<file path="src/rtl/pipe_stage_elastic_if.sv">
// pipe_stage_elastic_if
//   Valid/ready payload stream between adjacent pipeline stages.
//   master : producer side (drives valid, data; samples ready)
//   slave  : consumer side (samples valid, data; drives ready)
//   Signals:
//     valid  payload on data is valid this cycle
//     ready  consumer accepts this cycle
//     data   WIDTH-bit payload bundle
interface pipe_stage_elastic_if #(
    parameter int unsigned WIDTH = 32
);
    logic             valid;
    logic             ready;
    logic [WIDTH-1:0] data;

    modport master (output valid, output data, input ready);
    modport slave  (input valid, input data, output ready);
endinterface

</file>
<file path="src/rtl/pipe_stage_elastic.sv">
// pipe_stage_elastic
//   Elastic pipeline-stage register with a two-entry skid buffer and a
//   synchronous flush. One payload per cycle under continuous out ready;
//   the skid register absorbs the item in flight when downstream stalls,
//   so in_ready/out_valid are decoded from flops only.
//
//   Optional macro: PIPE_STAGE_PERF_EN
//     defined   -> stall_cnt / bubble_cnt saturating performance counters
//     undefined -> counter ports tied to zero
//
//   Ports:
//     clk         rising-edge clock
//     reset_n     asynchronous active-low reset
//     flush       synchronous squash of all held entries
//     in_if       slave stream  (in_valid / in_ready / in_data)
//     out_if      master stream (out_valid / out_ready / out_data)
//     stall_cnt   cycles with out_valid=1 and out_ready=0
//     bubble_cnt  cycles with out_ready=1 and out_valid=0
module pipe_stage_elastic #(
    parameter int unsigned      WIDTH     = 32,
    parameter logic [WIDTH-1:0] RESET_VAL = '0,
    parameter int unsigned      CNT_W     = 16
) (
    input  logic                  clk,
    input  logic                  reset_n,
    input  logic                  flush,
    pipe_stage_elastic_if.slave   in_if,
    pipe_stage_elastic_if.master  out_if,
    output logic [CNT_W-1:0]      stall_cnt,
    output logic [CNT_W-1:0]      bubble_cnt
);

    typedef enum logic [1:0] {
        EMPTY = 2'd0,   // nothing held
        FULL  = 2'd1,   // main register valid
        SKID  = 2'd2    // main and skid registers valid
    } state_t;

    state_t           state_q, state_d;
    logic [WIDTH-1:0] main_q, main_d;
    logic [WIDTH-1:0] skid_q, skid_d;
    logic             out_valid_w;

    assign out_valid_w  = (state_q != EMPTY);
    assign out_if.valid = out_valid_w;
    assign out_if.data  = main_q;
    assign in_if.ready  = (state_q != SKID);

    always_ff @(posedge clk or negedge reset_n) begin
        if (!reset_n) begin
            state_q <= EMPTY;
            main_q  <= RESET_VAL;
            skid_q  <= RESET_VAL;
        end else begin
            state_q <= state_d;
            main_q  <= main_d;
            skid_q  <= skid_d;
        end
    end

    always_comb begin
        state_d = state_q;
        main_d  = main_q;
        skid_d  = skid_q;
        if (flush) begin
            // Squash wins over any transfer offered in the same cycle.
            state_d = EMPTY;
            main_d  = RESET_VAL;
            skid_d  = RESET_VAL;
        end else begin
            case (state_q)
                EMPTY: begin
                    if (in_if.valid) begin
                        main_d  = in_if.data;
                        state_d = FULL;
                    end
                end
                FULL: begin
                    if (in_if.valid && out_if.ready) begin
                        main_d = in_if.data;
                    end else if (in_if.valid) begin
                        // Downstream stalled: park the in-flight item.
                        skid_d  = in_if.data;
                        state_d = SKID;
                    end else if (out_if.ready) begin
                        state_d = EMPTY;
                    end
                end
                SKID: begin
                    if (out_if.ready) begin
                        main_d  = skid_q;
                        state_d = FULL;
                    end
                end
                default: begin
                    state_d = EMPTY;
                end
            endcase
        end
    end

`ifdef PIPE_STAGE_PERF_EN
    logic [CNT_W-1:0] stall_q;
    logic [CNT_W-1:0] bubble_q;

    // Saturating counters; flush leaves them untouched.
    always_ff @(posedge clk or negedge reset_n) begin
        if (!reset_n) begin
            stall_q  <= '0;
            bubble_q <= '0;
        end else begin
            if (out_valid_w && !out_if.ready && (stall_q != '1)) begin
                stall_q <= stall_q + 1'b1;
            end
            if (!out_valid_w && out_if.ready && (bubble_q != '1)) begin
                bubble_q <= bubble_q + 1'b1;
            end
        end
    end

    assign stall_cnt  = stall_q;
    assign bubble_cnt = bubble_q;
`else
    assign stall_cnt  = '0;
    assign bubble_cnt = '0;
`endif

endmodule
</file>
<file path="src/flat_wrapper.sv">
// flat-port wrapper written by rule: the top's interface ports become plain ports
module pipe_stage_elastic_flat 
#(
    parameter int unsigned      WIDTH     = 32,
    parameter logic [WIDTH-1:0] RESET_VAL = '0,
    parameter int unsigned      CNT_W     = 16
)
  (clk, reset_n, flush, stall_cnt, bubble_cnt, in_if_valid, in_if_data, in_if_ready, out_if_valid, out_if_data, out_if_ready);
  pipe_stage_elastic_if #(.WIDTH(WIDTH)) in_if_i ();
  pipe_stage_elastic_if #(.WIDTH(WIDTH)) out_if_i ();
  input  logic clk;
  input  logic reset_n;
  input  logic flush;
  output logic [CNT_W-1:0] stall_cnt;
  output logic [CNT_W-1:0] bubble_cnt;
  input wire logic [$bits(in_if_i.valid)-1:0] in_if_valid;
  input wire logic [$bits(in_if_i.data)-1:0] in_if_data;
  output wire logic [$bits(in_if_i.ready)-1:0] in_if_ready;
  output wire logic [$bits(out_if_i.valid)-1:0] out_if_valid;
  output wire logic [$bits(out_if_i.data)-1:0] out_if_data;
  input wire logic [$bits(out_if_i.ready)-1:0] out_if_ready;
  assign in_if_i.valid = in_if_valid;
  assign in_if_i.data = in_if_data;
  assign in_if_ready = in_if_i.ready;
  assign out_if_valid = out_if_i.valid;
  assign out_if_data = out_if_i.data;
  assign out_if_i.ready = out_if_ready;
  pipe_stage_elastic #(.WIDTH(WIDTH), .RESET_VAL(RESET_VAL), .CNT_W(CNT_W)) u_core (.clk(clk), .reset_n(reset_n), .flush(flush), .in_if(in_if_i), .out_if(out_if_i), .stall_cnt(stall_cnt), .bubble_cnt(bubble_cnt));
endmodule
</file>
<file path="config.mk">
export PLATFORM = sky130hd
export DESIGN_NAME = pipe_stage_elastic_flat
export DESIGN_NICKNAME = d
export VERILOG_FILES = /design/src/rtl/pipe_stage_elastic_if.sv /design/src/rtl/pipe_stage_elastic.sv /design/src/flat_wrapper.sv
export SDC_FILE = /design/constraint.sdc
export NUM_CORES = 1
export LEC_CHECK = 0
export BUFFER_PORTS_ARGS = -buffer_cell sky130_fd_sc_hd__buf_2
export CORE_UTILIZATION = 55
export DETAILED_ROUTE_END_ITERATION = 12
export MAX_ROUTING_LAYER = met4
export PLACE_DENSITY = 0.84
export SKIP_CTS_REPAIR_TIMING = 1
export SLEW_MARGIN = 5
export SYNTH_ARGS = -nofsm -noshare
export SYNTH_HDL_FRONTEND = slang
export SYNTH_SLANG_ARGS = --single-unit
</file>
<file path="constraint.sdc">
create_clock -name clk -period 3.9 [get_ports clk]
set_input_delay 0.78 -clock clk [delete_from_list [all_inputs] [get_ports clk]]
set_output_delay 0.78 -clock clk [all_outputs]
set_load 0.05 [all_outputs]
</file>
==> impl_metrics.csv, run 1 <==
group,metric,value,unit
status,outcome,"finished, violations left",
status,violations,"DRC",
clock_network,tritoncts.num_buffers,9,
setup_path,r2r.worst_path.cells,6,
power,cellPowerDensity,636,nW/um^2
synthesis,ys_warn_count,0,
setup_path,cp-start-kind,"register",
clock_network,clock_tree.buffer_depth,2,
setup_path,reg_to_reg_setup_timing_slack,1700,ps
synthesis,synthesis.instances,311,
clock_network,worst_setup_hold_path_clk_slew,70,ps
global_routing,first_pass_grt_wire_length,12900,um
route,drt_pass1_iterations,9,
setup_path,worst-endpoint-required,3120,ps
placement,finalWeightedCongestion,0.823,
timing,timing_hold_violations_final,0,
synthesis,yosys.area.top_type_share,44.9,%
global_routing,grt-ovfl-total,0,
setup_path,cpMaxStageDelayCell,"sky130_fd_sc_hd__ha_2",
global_routing,grt_max_degree,43,
setup_path,critical-path-top-delay-family,"adder cells",
global_routing,grtUsageMet1,32.3,%
setup_path,crit_chain,"inv_1, ha_2, inv_1, buf_2",
timing,finalWorstPathRequiredPeriod,2450,ps
power,power.net_switching,1.19,mW
route,drt-wirelength-per-cell,17.4,um
synthesis,netlist_area,3680,sq um
power,p_int,1.47,mW
synthesis,synth_most_common_cell,"sky130_fd_sc_hd__dfrtp_1",
hold_path,hold_path.class,"register to register",
power,seqPwrFrac,34.2,%
timing,skew,6.38,ps
global_routing,globalRoute.busiestLayer,"met2",
final_layout,stdcell_area,4180,sq um
die,die_height,83.8,um
setup_path,rr_startpoint,"u_core.state_q[0]$_DFFE_PN0P_",
global_routing,grt_antenna_before_repair,0,
final_layout,nets_finish,411,
final_layout,final_cell_count_no_fill,452,
clock_network,insertion_delay,340,ps
clock_network,cts_root_buffer,"sky130_fd_sc_hd__clkbuf_8",
setup_path,critical_path_arrival,1670,ps
route,avgViaCountPerCell,5.81,
final_layout,antenna-diode-count,0,
global_routing,globalRouteMet3Util,5.74,%
global_routing,first_global_vias,2589,
route,drt_iter0_markers,172,
synthesis,post_synth_edffs,0,
route,number_of_remaining_drc_errors,16,
global_routing,globalRouteTotalUtil,24.4,%
route,totalWireLength,7850,um
clock_network,cts_tree,"built",
final_layout,layout-area-overhead-vs-synth,13.5,%
hold_path,whs_endpoint,"u_core.skid_q[3]$_DFFE_PN0P_",
power,max-vdd-ir-drop,0.000393,V
timing,slew-limit-headroom,40.4,%
synthesis,yosys.area.top_type,"sky130_fd_sc_hd__dfrtp_1",
timing,setup_violations,0,
timing,setup_tns,0,ps
placement,placement.cell_area,3960,sq um
die,design.die.area,7020,sq um
setup_path,critical_path_class,"register to output pin",
hold_path,min-delay-start,"u_core.skid_q[3]$_DFFE_PN0P_",
clock_network,clock-sinks,66,
die,floorplan.core_area,6420,sq um
route,via_count,2624,
die,num_rows,29,
setup_path,critical_path_buf_inv_count,3,
synthesis,synthArstFlopShare,100,%
timing,rsz_0062_raised_after_global_routing,"no",
global_routing,global_route.usage.met2,37.0,%
final_layout,fraction_of_final_layout_cells_with_drive_strength_greater_than_1,34.4,%
synthesis,syn-mean-instance-area,11.8,sq um
setup_path,timing.critical_path.from,"u_core.state_q[0]$_DFFE_PN0P_",
route,postRouteAntennaNets,0,
placement,io_buffer_count,70,
power,power.clock.fraction,24.1,%
placement,place_hpwl,4920,um
hold_path,hold-path-cell-count,1,
synthesis,synth_cell_types,28,
timing,report.final.slew_viol_count,0,
synthesis,yosys_register_bits,66,
synthesis,synth_flop_cell,"sky130_fd_sc_hd__dfrtp_1",
die,io_pins,103,
setup_path,regToRegEndpoint,"u_core.out_if.data[23]$_DFFE_PN0P_",
setup_path,worst_path_most_repeated_cell,"sky130_fd_sc_hd__inv_1",
die,die_w,83.8,um
job,max_cap_violations,0,
synthesis,post_synth_most_frequent_cells,"sky130_fd_sc_hd__dfrtp_1 (66), sky130_fd_sc_hd__nand2_1 (34), sky130_fd_sc_hd__a22o_1 (33), sky130_fd_sc_hd__buf_4 (33)",
setup_path,timing.critical_path.slowest_cell_delay,480,ps
timing,fin_crit_sh,62.9,%
timing,tightestPinTransition,893,ps
synthesis,synth_seq_area_share,44.9,%
setup_path,worstSetupEndpointType,"output pin",
timing,max_freq,0.408,GHz
placement,placed_cells,436,
power,power_switching_share,44.7,%
synthesis,netlist_top_cells_area,"sky130_fd_sc_hd__dfrtp_1 (45%), sky130_fd_sc_hd__o311ai_2 (13%), sky130_fd_sc_hd__mux2i_1 (8.7%), sky130_fd_sc_hd__a22o_1 (7.9%), sky130_fd_sc_hd__buf_4 (6.7%)",
setup_path,cp_max_fo,15,
clock_network,cts_max_level,3,
power,static-leakage-power,1.90,nW
power,pwr-share-comb,41.8,%
die,floorplan.initialDensity,57.3,%
worst reg2reg max path: cells and delay by family (launching register included):
family                   cells  cell delay (ps)
AND/OR/NAND/NOR              2              690
adder cells (fa/ha/maj)      1              480
flip-flops                   1              430
AO/OA/AOI/OAI                2              340
buffers and inverters        1              120
how the worst max path moves through the flow:
| stage | depth (start not counted) | endpoint |
|---|---|---|
| after CTS | 4 | in_if_ready |
| final | 4 | in_if_ready |
| after global placement | 4 | u_core.skid_q[27]$_DFFE_PN0P_ |
| after global routing | 4 | in_if_ready |
| after detailed placement | 4 | u_core.skid_q[20]$_DFFE_PN0P_ |
| after floorplan | 5 | in_if_ready |
state kept, by name, summed over array words and instances, names as in the netlist:
register            flops
u_core.state_q          2
u_core.out_if.data     32
u_core.skid_q          32
cells in the final DEF (no fill, tap or decap), types with 2 or more instances in the layout:
cell / n
sky130_fd_sc_hd__nand3b_1: 32
sky130_fd_sc_hd__dfrtp_1: 66
sky130_fd_sc_hd__bufinv_16: 2
sky130_fd_sc_hd__o311ai_2: 30
sky130_fd_sc_hd__nand2_1: 34
sky130_fd_sc_hd__buf_2: 70
sky130_fd_sc_hd__ha_1: 3
sky130_fd_sc_hd__o311ai_1: 2
sky130_fd_sc_hd__a22o_1: 33
sky130_fd_sc_hd__conb_1: 32
sky130_fd_sc_hd__mux2i_1: 32
sky130_fd_sc_hd__clkbuf_8: 10
sky130_fd_sc_hd__inv_1: 4
sky130_fd_sc_hd__buf_4: 6
sky130_fd_sc_hd__clkinv_2: 2
metrics by stage:
stage	setup WS (ps)	power, mW	util (%)	hold slack, ps
floorplan	1570	1.81	-	473
global placement	1410	2.01	61.7	487
detailed placement	1330	2.03	61.7	492
CTS	1420	2.67	65.1	511
global route	1300	2.78	65.1	525
finish	1450	2.66	65.1	508
layer usage:
layer	part of all wire [%]	vias to the layer above	routed length, um
met1	46	1329	3600
met4	0.56	0	44
met5	0	-	0
met2	48	84	3800
li1	-	1207	-
met3	5.2	4	406
kinds of logic after synthesis:
| family | after synthesis | synth area share (%) |
|---|---|---|
| xor+xnor | 1 | 0.238 |
| fa+ha+maj | 4 | 1.36 |
| other cells | 1 | 0.102 |
| buf+inv | 64 | 10.7 |
| simple gates | 73 | 11.4 |
| compound gates | 70 | 22.6 |
| mux | 32 | 8.70 |
| flops | 66 | 44.9 |
layout make-up:
class	count	area, sq um
clock inverters	5	77.6
repair buffers	76	395
flip-flops and latches	66	1650
well taps	77	96.3
fillers	495	2240
multi-input cells	212	1800
clock buffers	11	141
inverters	5	18.8
power groups by stage:
stage               registers [mW]  logic (mW)  clock network [mW]
finish                       0.910        1.11               0.640
global route                 0.926        1.17               0.680
CTS                          0.909        1.12               0.648
detailed placement           0.919        1.11                   0
global placement             0.913        1.09                   0
floorplan                     1.27       0.544                   0
Note: power is estimated with default switching activity, not from simulation.
==> run 2: changes to the inputs <==
- ABC_AREA: not set -> 1
- CORE_UTILIZATION: 55 -> 51
- PLACE_DENSITY: 0.84 -> 0.79
- clock period: 3.9 -> 2.5 ns (I/O delays scaled with it)
==> run 2 against run 1 <==
Effect of this change:
- the flow now finishes without violations
- synthesized cell count increased by 38%
- area after synthesis is 8.2% lower
- largest cell class is now registers
- first-iteration DRC count increased by 70%
- power rose by 31%
- utilization fell by 5.4 points
- sequential power is 46% higher
- routed wire length is 5.1% lower
==> impl_metrics.csv, run 2 <==
group,metric,value,unit
final_layout,fraction_of_final_layout_cells_with_drive_strength_greater_than_1,20.0,%
synthesis,post_synth_edffs,0,
global_routing,grt_max_degree,36,
timing,setup_tns,0,ps
global_routing,grt-ovfl-total,0,
final_layout,antenna-diode-count,0,
synthesis,synth_seq_area_share,48.9,%
die,num_rows,29,
timing,report.final.slew_viol_count,0,
synthesis,ys_warn_count,0,
synthesis,synthArstFlopShare,100,%
route,number_of_remaining_drc_errors,0,
synthesis,synth_flop_cell,"sky130_fd_sc_hd__dfrtp_1",
clock_network,tritoncts.num_buffers,9,
final_layout,final.fill_count,573,
route,drt_iter0_markers,292,
clock_network,clock_tree.buffer_depth,2,
die,io_pins,103,
route,drt-wirelength-per-cell,13.1,um
hold_path,hold_path.class,"input port to asynchronous set/reset pin",
synthesis,yosys.area.top_type,"sky130_fd_sc_hd__dfrtp_1",
timing,skew,11.5,ps
route,drt_pass1_iterations,5,
clock_network,insertion_delay,350,ps
final_layout,layout.cells.most_common,"sky130_fd_sc_hd__nand2_1",
synthesis,syn-mean-instance-area,7.90,sq um
placement,place_hpwl,4980,um
timing,fin_crit_sh,94.6,%
timing,timing_hold_violations_final,0,
placement,io_buffer_count,70,
global_routing,first_pass_grt_wire_length,12200,um
power,power.clock.fraction,22.7,%
global_routing,globalRouteTotalUtil,23.0,%
final_layout,layout-area-overhead-vs-synth,12.6,%
final_layout,mostFrequentLayoutCells,"sky130_fd_sc_hd__nand2_1 (116), sky130_fd_sc_hd__o21ai_0 (79), sky130_fd_sc_hd__buf_2 (70)",
setup_path,cpMaxStageDelayCell,"sky130_fd_sc_hd__ha_2",
timing,setup_violations,0,
clock_network,cts_max_level,3,
synthesis,yosys.area.top_type_share,48.9,%
setup_path,cp_max_fo,28,
route,via_count,2925,
setup_path,critical_path_arrival,1860,ps
global_routing,first_global_vias,2618,
clock_network,worst_setup_hold_path_clk_slew,60,ps
die,floorplan.core_area,6390,sq um
die,die_w,83.4,um
setup_path,crit_chain,"inv_1, ha_2, inv_2, buf_2",
setup_path,worstSetupEndpointType,"output pin",
die,die_height,83.4,um
power,power_switching_share,45.6,%
timing,tightestPinTransition,732,ps
clock_network,cts_root_buffer,"sky130_fd_sc_hd__clkbuf_8",
timing,final.setup.worst_slack,136,ps
job,max_cap_violations,0,
global_routing,grt_antenna_before_repair,0,
power,max-vdd-ir-drop,0.000507,V
power,p_int,1.90,mW
placement,dpl_worst_slack,465,ps
die,floorplan.initialDensity,52.9,%
power,cellPowerDensity,915,nW/um^2
synthesis,yosys_register_bits,66,
synthesis,synthesis.instances,428,
clock_network,cts_tree,"built",
synthesis,synth_most_common_cell,"sky130_fd_sc_hd__nand2_1",
synthesis,netlist_top_cells_area,"sky130_fd_sc_hd__dfrtp_1 (49%), sky130_fd_sc_hd__nand2_1 (13%), sky130_fd_sc_hd__o21ai_0 (12%), sky130_fd_sc_hd__buf_4 (7.3%), sky130_fd_sc_hd__a21oi_1 (3.4%)",
setup_path,cp-start-kind,"register",
setup_path,critical_path_class,"register to output pin",
timing,finalWorstPathRequiredPeriod,2360,ps
die,design.die.area,6960,sq um
clock_network,clock-sinks,66,
route,avgViaCountPerCell,5.12,
setup_path,timing.critical_path.slowest_cell_delay,510,ps
power,seqPwrFrac,38.3,%
power,power.net_switching,1.59,mW
timing,slew-limit-headroom,51.2,%
power,static-leakage-power,2.08,nW
power,pwr-share-comb,39.0,%
timing,max_freq,0.423,GHz
status,outcome,"complete, no violations",
synthesis,synth_cell_types,21,
route,postRouteAntennaNets,0,
timing,hold_ws,220,ps
timing,rsz_0062_raised_after_global_routing,"no",
setup_path,worst-endpoint-required,2000,ps
synthesis,netlist_area,3380,sq um
route,totalWireLength,7450,um
final_layout,nets_finish,530,
synthesis,post_synth_most_frequent_cells,"sky130_fd_sc_hd__nand2_1 (116), sky130_fd_sc_hd__o21ai_0 (79), sky130_fd_sc_hd__dfrtp_1 (66), sky130_fd_sc_hd__buf_4 (33), sky130_fd_sc_hd__inv_1 (30)",
placement,finalWeightedCongestion,0.842,
==> run 2: cell count changes in the layout (fill, tap and decap cells not counted), moves of 2 or more <==
cell and change:
sky130_fd_sc_hd__inv_1 +26, sky130_fd_sc_hd__o21ai_1 +9, sky130_fd_sc_hd__a22o_1 -33, sky130_fd_sc_hd__nand3_1 +12
sky130_fd_sc_hd__nor2_1 +22, sky130_fd_sc_hd__o311ai_2 -30, sky130_fd_sc_hd__nand3b_1 -32, sky130_fd_sc_hd__a21oi_1 +23
sky130_fd_sc_hd__o21ai_0 +79, sky130_fd_sc_hd__mux2i_1 -32, sky130_fd_sc_hd__bufinv_16 -2, sky130_fd_sc_hd__nand2_1 +82
sky130_fd_sc_hd__o311ai_1 -2
==> run 2: power groups by stage <==
stage / clock, mW / sequential, mW / combinational, mW
5_1_grt: 0.846 / 1.36 / 1.45
6_report: 0.791 / 1.33 / 1.36
4_1_cts: 0.800 / 1.33 / 1.36
3_3_place_gp: 0 / 1.35 / 1.34
3_5_place_dp: 0 / 1.35 / 1.36
2_1_floorplan: 0 / 1.86 / 0.592
==> run 2: area by class of cell <==
| type | instances | area, sq um | share of cell area, % |
|---|---|---|---|
| Sequential cell | 66 | 1650 | 43.4 |
| Multi-Input combinational cell | 304 | 1360 | 35.7 |
| Timing Repair Buffer | 76 | 408 | 10.7 |
| Clock buffer | 11 | 141 | 3.71 |
| Inverter | 32 | 120 | 3.15 |
| Tap cell | 77 | 96.3 | 2.53 |
| Clock inverter | 5 | 30.0 | 0.789 |
==> run 2: path summary, 6_finish.rpt <==
| path | start | end | slack (ps) | depth (start not counted) |
|---|---|---|---|---|
| max | u_core.state_q[0]$_DFFE_PN0P_ | in_if_ready | 140 | 4 |
| min in group clk | in_if_data[28] | u_core.skid_q[28]$_DFFE_PN0P_ | 370 | 3 |
| min reg2reg | u_core.out_if.data[0]$_DFFE_PN0P_ | u_core.out_if.data[0]$_DFFE_PN0P_ | 480 | 2 |
| max reg2reg | u_core.state_q[0]$_DFFE_PN0P_ | u_core.out_if.data[10]$_DFFE_PN0P_ | 420 | 8 |
| max in group asynchronous | reset_n | u_core.state_q[1]$_DFFE_PN0P_ | 1640 | 2 |
| min | reset_n | u_core.out_if.data[23]$_DFFE_PN0P_ | 220 | 1 |
==> run 2: through the flow <==
step / cells / utilization, % / power [mW] / area (sq um)
final: 571 / 59.6 / 3.48 / 3810
after global routing: 571 / 59.6 / 3.66 / 3810
after CTS: 571 / 59.6 / 3.50 / 3810
after detailed placement: 555 / 56.9 / 2.71 / 3640
after global placement: 555 / 56.9 / 2.68 / 3640
after floorplan: 459 / - / 2.45 / 3500
==> run 2: cells by family (layout without fill, tap and decap cells) <==
family | after synthesis | count (layout) | synth area share (%)
AOI/OAI and AO/OA | 111 | 111 | 16.4
adders and majority gates | 4 | 4 | 1.48
and+or+nand+nor | 157 | 157 | 18.6
other | 1 | 32 | 0.111
buffers and inverters | 89 | 124 | 14.5
DFF | 66 | 66 | 48.9
==> run 2: worst max-delay path: cells and delay by family (launching register included) <==
kind       cells  cell delay (ps)
fa+ha+maj      1              510
flops          1              440
buf+inv        3              580
==> run 2: routing by layer <==
| layer | GRT usage (%) | vias to the layer above | share of wire [%] |
|---|---|---|---|
| li1 | - | 1419 | - |
| met1 | 30.2 | 1370 | 44 |
| met2 | 35.2 | 123 | 48 |
| met3 | 3.18 | 13 | 5.7 |
| met4 | 11.9 | 0 | 2.3 |
| met5 | - | - | 0 |
